**config.mk**
```make
export PLATFORM = sky130hd
export DESIGN_NAME = mult_arbiter
export DESIGN_NICKNAME = d
export VERILOG_FILES = /design/src/rtl/mult_arbiter_pkg.sv /design/src/rtl/mult_arbiter_rr_picker.sv /design/src/rtl/mult_arbiter.sv
export SDC_FILE = /design/constraint.sdc
export NUM_CORES = 1
export LEC_CHECK = 0
export ABC_AREA = 1
export BUFFER_PORTS_ARGS = -buffer_cell sky130_fd_sc_hd__buf_2
export CORE_AREA = 3 3 155 157
export DETAILED_ROUTE_END_ITERATION = 10
export DIE_AREA = 0 0 158 160
export PLACE_DENSITY = 0.7
export SLEW_MARGIN = 15
export SYNTH_ARGS = -nofsm -noshare
export SYNTH_HDL_FRONTEND = slang
export SYNTH_SLANG_ARGS = --single-unit
```
**constraint.sdc**
```tcl
create_clock -name clk -period 3.1 [get_ports clk]
set_clock_uncertainty 0.1 [all_clocks]
set_input_delay 0.31 -clock clk [delete_from_list [all_inputs] [get_ports clk]]
set_output_delay 0.31 -clock clk [all_outputs]
set_load 0.005 [all_outputs]
```
**src/rtl/mult_arbiter_pkg.sv**
```systemverilog
// Shared types and timing constants for the multiplier arbiter.
package mult_arbiter_pkg;
  typedef enum logic [1:0] {IDLE = 2'd0, ISSUE = 2'd1, HOLD = 2'd2} state_e;
  localparam int MUL_LAT = 2;  // mul_go cycle to product-valid cycle
  localparam int MUL_II  = 2;  // minimum cycles between mul_go pulses
endpackage

```
**src/rtl/mult_arbiter_rr_picker.sv**
```systemverilog
// Round-robin picker: grants the first asserted request at or after ptr, wrapping.
module rr_picker #(
  parameter int N   = 4,
  parameter int IDW = $clog2(N)
) (
  input  logic [N-1:0]   req,
  input  logic [IDW-1:0] ptr,
  output logic [N-1:0]   gnt,
  output logic [IDW-1:0] gnt_idx,
  output logic           any
);
  logic [IDW:0]   sum;
  logic [IDW-1:0] idx;

  always_comb begin
    gnt     = '0;
    gnt_idx = '0;
    any     = 1'b0;
    sum     = '0;
    idx     = '0;
    for (int k = 0; k < N; k++) begin
      sum = {1'b0, ptr} + (IDW+1)'(k);
      if (sum >= (IDW+1)'(N)) sum = sum - (IDW+1)'(N);
      idx = sum[IDW-1:0];
      if (!any && req[idx]) begin
        any      = 1'b1;
        gnt[idx] = 1'b1;
        gnt_idx  = idx;
      end
    end
  end
endmodule

```
**src/rtl/mult_arbiter.sv**
```systemverilog
// Shares one 2-cycle multiplier among NREQ requesters with round-robin
// arbitration; one issue every two cycles, results tagged back to the issuer.
module mult_arbiter
  import mult_arbiter_pkg::*;
#(
  parameter int NREQ  = 4,
  parameter int WIDTH = 32
) (
  input  logic                  clk,
  input  logic                  reset,
  input  logic [NREQ-1:0]       req_valid,
  output logic [NREQ-1:0]       req_ready,
  input  logic [NREQ*WIDTH-1:0] req_left,
  input  logic [NREQ*WIDTH-1:0] req_right,
  output logic [NREQ-1:0]       resp_valid,
  output logic [WIDTH-1:0]      resp_data,
  output logic                  mul_go,
  output logic [WIDTH-1:0]      mul_left,
  output logic [WIDTH-1:0]      mul_right,
  input  logic [WIDTH-1:0]      mul_out
);
  localparam int IDW = $clog2(NREQ);

  state_e                      state_q, state_d;
  logic [IDW-1:0]              ptr_q, ptr_d;
  logic [IDW-1:0]              op_id_q, op_id_d;
  logic [WIDTH-1:0]            op_left_q, op_left_d;
  logic [WIDTH-1:0]            op_right_q, op_right_d;
  logic [MUL_LAT-1:0]          tag_vld_q, tag_vld_d;
  logic [MUL_LAT-1:0][IDW-1:0] tag_id_q, tag_id_d;

  logic [NREQ-1:0] pick_gnt;
  logic [IDW-1:0]  pick_idx;
  logic            pick_any;
  logic            arb_en, xfer;

  rr_picker #(.N(NREQ), .IDW(IDW)) u_pick (
    .req     (req_valid),
    .ptr     (ptr_q),
    .gnt     (pick_gnt),
    .gnt_idx (pick_idx),
    .any     (pick_any)
  );

  // ISSUE is the only state that cannot accept: it enforces the 2-cycle II.
  assign arb_en = (state_q != ISSUE) && !reset;
  assign xfer   = arb_en && pick_any;

  always_ff @(posedge clk) begin
    if (reset) begin
      state_q    <= IDLE;
      ptr_q      <= '0;
      op_id_q    <= '0;
      op_left_q  <= '0;
      op_right_q <= '0;
      tag_vld_q  <= '0;
      tag_id_q   <= '0;
    end else begin
      state_q    <= state_d;
      ptr_q      <= ptr_d;
      op_id_q    <= op_id_d;
      op_left_q  <= op_left_d;
      op_right_q <= op_right_d;
      tag_vld_q  <= tag_vld_d;
      tag_id_q   <= tag_id_d;
    end
  end

  always_comb begin
    state_d = state_q;
    case (state_q)
      IDLE:    state_d = xfer ? ISSUE : IDLE;
      ISSUE:   state_d = HOLD;
      HOLD:    state_d = xfer ? ISSUE : IDLE;
      default: state_d = IDLE;
    endcase
  end

  always_comb begin
    ptr_d      = ptr_q;
    op_id_d    = op_id_q;
    op_left_d  = op_left_q;
    op_right_d = op_right_q;
    if (xfer) begin
      op_id_d    = pick_idx;
      op_left_d  = req_left[int'(pick_idx)*WIDTH +: WIDTH];
      op_right_d = req_right[int'(pick_idx)*WIDTH +: WIDTH];
      ptr_d      = (pick_idx == IDW'(NREQ-1)) ? '0 : pick_idx + IDW'(1);
    end
    tag_vld_d    = '0;
    tag_id_d     = '0;
    tag_vld_d[0] = (state_q == ISSUE);
    tag_id_d[0]  = op_id_q;
    for (int s = 1; s < MUL_LAT; s++) begin
      tag_vld_d[s] = tag_vld_q[s-1];
      tag_id_d[s]  = tag_id_q[s-1];
    end
  end

  always_comb begin
    req_ready  = arb_en ? pick_gnt : '0;
    mul_go     = 1'b0;
    mul_left   = '0;
    mul_right  = '0;
    resp_valid = '0;
    resp_data  = '0;
    if (!reset) begin
      mul_go    = (state_q == ISSUE);
      mul_left  = op_left_q;
      mul_right = op_right_q;
      if (tag_vld_q[MUL_LAT-1]) begin
        resp_valid[tag_id_q[MUL_LAT-1]] = 1'b1;
        resp_data                       = mul_out;
      end
    end
  end
endmodule

```
==> impl_results.md <==
- Residual DRC count: 0
- Routed WL per cell: between 10 and 15 microns
- Final Hold Fails: 0
- Synth area leader: nand3_1
- # port buffers: 398
- Total Routed Length: around 26,000 microns
- Die X-Extent: approximately 160 microns
- Worst-Skew Late Latency: around 0.34 ns
- Pre-antenna DRT Iters: 5
- Fill count: 2,458
- Largest cells by area after synthesis: nand3_1 23%, inv_1 21%, dfxtp_1 21%
- Synth Area in Compound Gates: about 5.6%
- Simple-Gate Fraction of Synth Area: 44.37%
- Clock Tree Root: clkbuf_16
- Initial antenna violation count: 1
- EDFF count, synth: 0
- Vias in the first global route: 8,334
- Cells after Synth: approximately 1,400
- Max-cap violation count: 0
- Yosys warns: 0
- Crit end category: flip-flop
- # rows: 55
- Maximum vdd drop: ~0.00079 V
- Detail Route Antenna Nets: 0
- Slew Limit Fails: 0
- Most instantiated library cell after synthesis: inv_1
- R2r endpoint: op_right_q[22]
- Met1 GRT Util: approximately 25%
- Max clock buf depth: 2
- Ys async rst share: 0%
- Hold Crit Depth: 7
- Effective utilization at floorplan: between 30% and 40%
- Core Box Area: about 23,000 sq um
- Max-slew headroom: 49.02%
- Mux contribution to synthesized area: 0%
- Yosys reg bits: 75
- Hold Path End: op_left_q[26]
- Top_reg_cell synth: dfxtp_1
- Htree depth: 3
- HP Start: req_left[90]
- CTS tree: built
- DR iter-0 viols: about 900
- Top cells by count, synth: 408 x inv_1, 340 x nand3_1, 258 x nand2_1, 104 x nor2_1, 75 x dfxtp_1
- Mapped Nets: 1,693
- Hold WS: about 0.26 ns
- Area growth, synth to finish: 34.31%
- RSZ-0062 raised after global routing: no
- WP data required: between 3 and 4 ns
- Clk slew on worst S/H paths: approximately 0.060 ns
- Post-Syn Area: 7301 sq um
- R2R cell count: 14
- Distinct cells, synth: 25
- GP Congestion: slightly above 0.9
- Min-Delay Path Class: input pin to flip-flop
- RR Startpoint: ptr_q[1]
- First-pass GRT wire length: roughly 40,000 microns
- Multi-input logic area: approximately 3800 sq um
- Fmax achieved: 375.0 MHz
- Kind of critical path: flip-flop to flip-flop
- Crit-path max cell delay: between 0.3 and 0.4 ns
- Synth Area in Adders: 1.371%
- R2r setup slk: 0.43 ns
- Die height: 160 microns
- Post-route minimum period: about 2.7 ns
- Largest net degree at the start of global routing: about 130
- Nets@finish: between 2,000 and 2,500
- Setup repair bufs after CTS: 0
- Seq/Total Area, Yosys: about a fifth
- Most used routing layer: met2
- Die area: 25,280 sq um
- Reg area: 1501 sq um
- Proportion of layout cells with a drive suffix above 1: 26.23%
- XOR/XNOR share of the synthesized area: 0%
- Arr. time, crit path: around 2.8 ns
- Pwr/cell area: 949.0 nW/um^2
- Status: complete, no violations
- Clock sink total: 75
- Global Route Usage Sum: 19.60%
- Post-CTS resize count: 0
- Setup TNS: 0 ns
- Met2 usage: 33.02%
- Endpoints failing setup: 0
- CP Launch Type: flip-flop
- Main combinational cell family by area after synthesis: simple AND/OR/NAND/NOR gates
- IO Pins: around 400
- Top cell type's share of synthesized area: between 20% and 30%
- Cts hold-fix bufs: 0
- CTS Buf Count: 9
- Least-Margin Pin Slew: 0.7636 ns
- Grt ovf: 0
- CP max FO: 60
- Diodes inserted: 0
- DR vias/cell: approximately 4.6
- Met3 Resource Use GR: under 10%
- LEAKAGE: ~0.0065 uW
- Hpwl dp: between 15,000 and 20,000 microns
- Worst path slowest cell: ha_1
- DR vias: 9,279
- Synth Area per Inst: about 5.2 sq um
- Final worst path period share: about 86%
- Critical-path cell list: inv_1 > ha_1 > inv_1 > nand3_1 > nand2_2 > nor2_8 > nand3b_4 > nand3_4 > buf_12 > nand2_1 > nand3_1 > nand3_1 > nand2_1 > inv_1
- Power after layout: about 9300 uW
## cell type report
class / instances / area share [%]
clock buffers: 12 / 2.616
clock inverters: 4 / 1.225
inverters: 412 / 15.77
multi-input cells: 809 / 38.34
flip-flops and latches: 75 / 15.31
well taps: 285 / 3.637
repair buffers: 419 / 23.10
## flip-flops by register name (all words and copies together) (netlist names)
signal      count
state_q         2
tag_id_d        2
tag_id_q        2
ptr_q           2
op_left_q      32
tag_vld_q       1
op_id_q         2
op_right_q     32
## report_power, final
part           switching, uW  internal [uW]
logic                   4220           2230
registers                124           1400
clock network            421            913
total                   4760           4540
## per-layer routing
metal,up-vias,routed length [microns]
met5,-,11
met4,2,830
met3,53,1690
met2,364,12490
met1,4070,11070
li1,4790,-
## metrics by stage
step,cells,util (%),area [sq um],setup slack [ns]
finish,2016,43.31,9806,0.4334
global route,2016,43.31,9806,0.2544
CTS,2016,43.31,9806,0.4810
detailed placement,2000,41.65,9429,0.4975
global placement,2000,41.65,9429,0.5560
floorplan,1391,-,7301,0.7172
## worst max-delay path: cells and delay by family (launching register included)
kind | cells | cell delay (ns)
DFF | 1 | 0.34
and+or+nand+nor | 9 | 1.20
adders and majority gates | 1 | 0.38
buffers and inverters | 4 | 0.49
## cells by family after synthesis
logic type / count (synthesis)
buffers and inverters: 507
and+or+nand+nor: 723
AOI/OAI and AO/OA: 78
adders and majority gates: 8
DFF: 75
## layout by cell type, fill, tap and decap left out, types with 4 or more instances in the layout
master     count
ha_1           8
bufinv_16      4
nand3_1      340
dfxtp_1       75
inv_1        408
nand3_2        4
buf_4         13
buf_2        397
a21oi_1       68
inv_2          4
nor2_1       104
nor3_1         6
nand2_2        6
a22oi_1        4
clkbuf_16      9
nand2_1      257
buf_12         9
## worst max path at each step
stage          cells after the start             end     start
6_report                          14  op_right_q[22]  ptr_q[1]
3_3_place_gp                      14   op_right_q[2]  ptr_q[0]
4_1_cts                           14   op_right_q[2]  ptr_q[0]
2_1_floorplan                     15   op_left_q[23]  ptr_q[1]
5_1_grt                           14  op_right_q[15]  ptr_q[0]
3_5_place_dp                      14   op_right_q[2]  ptr_q[0]
Power figures use the tool's default switching activity.
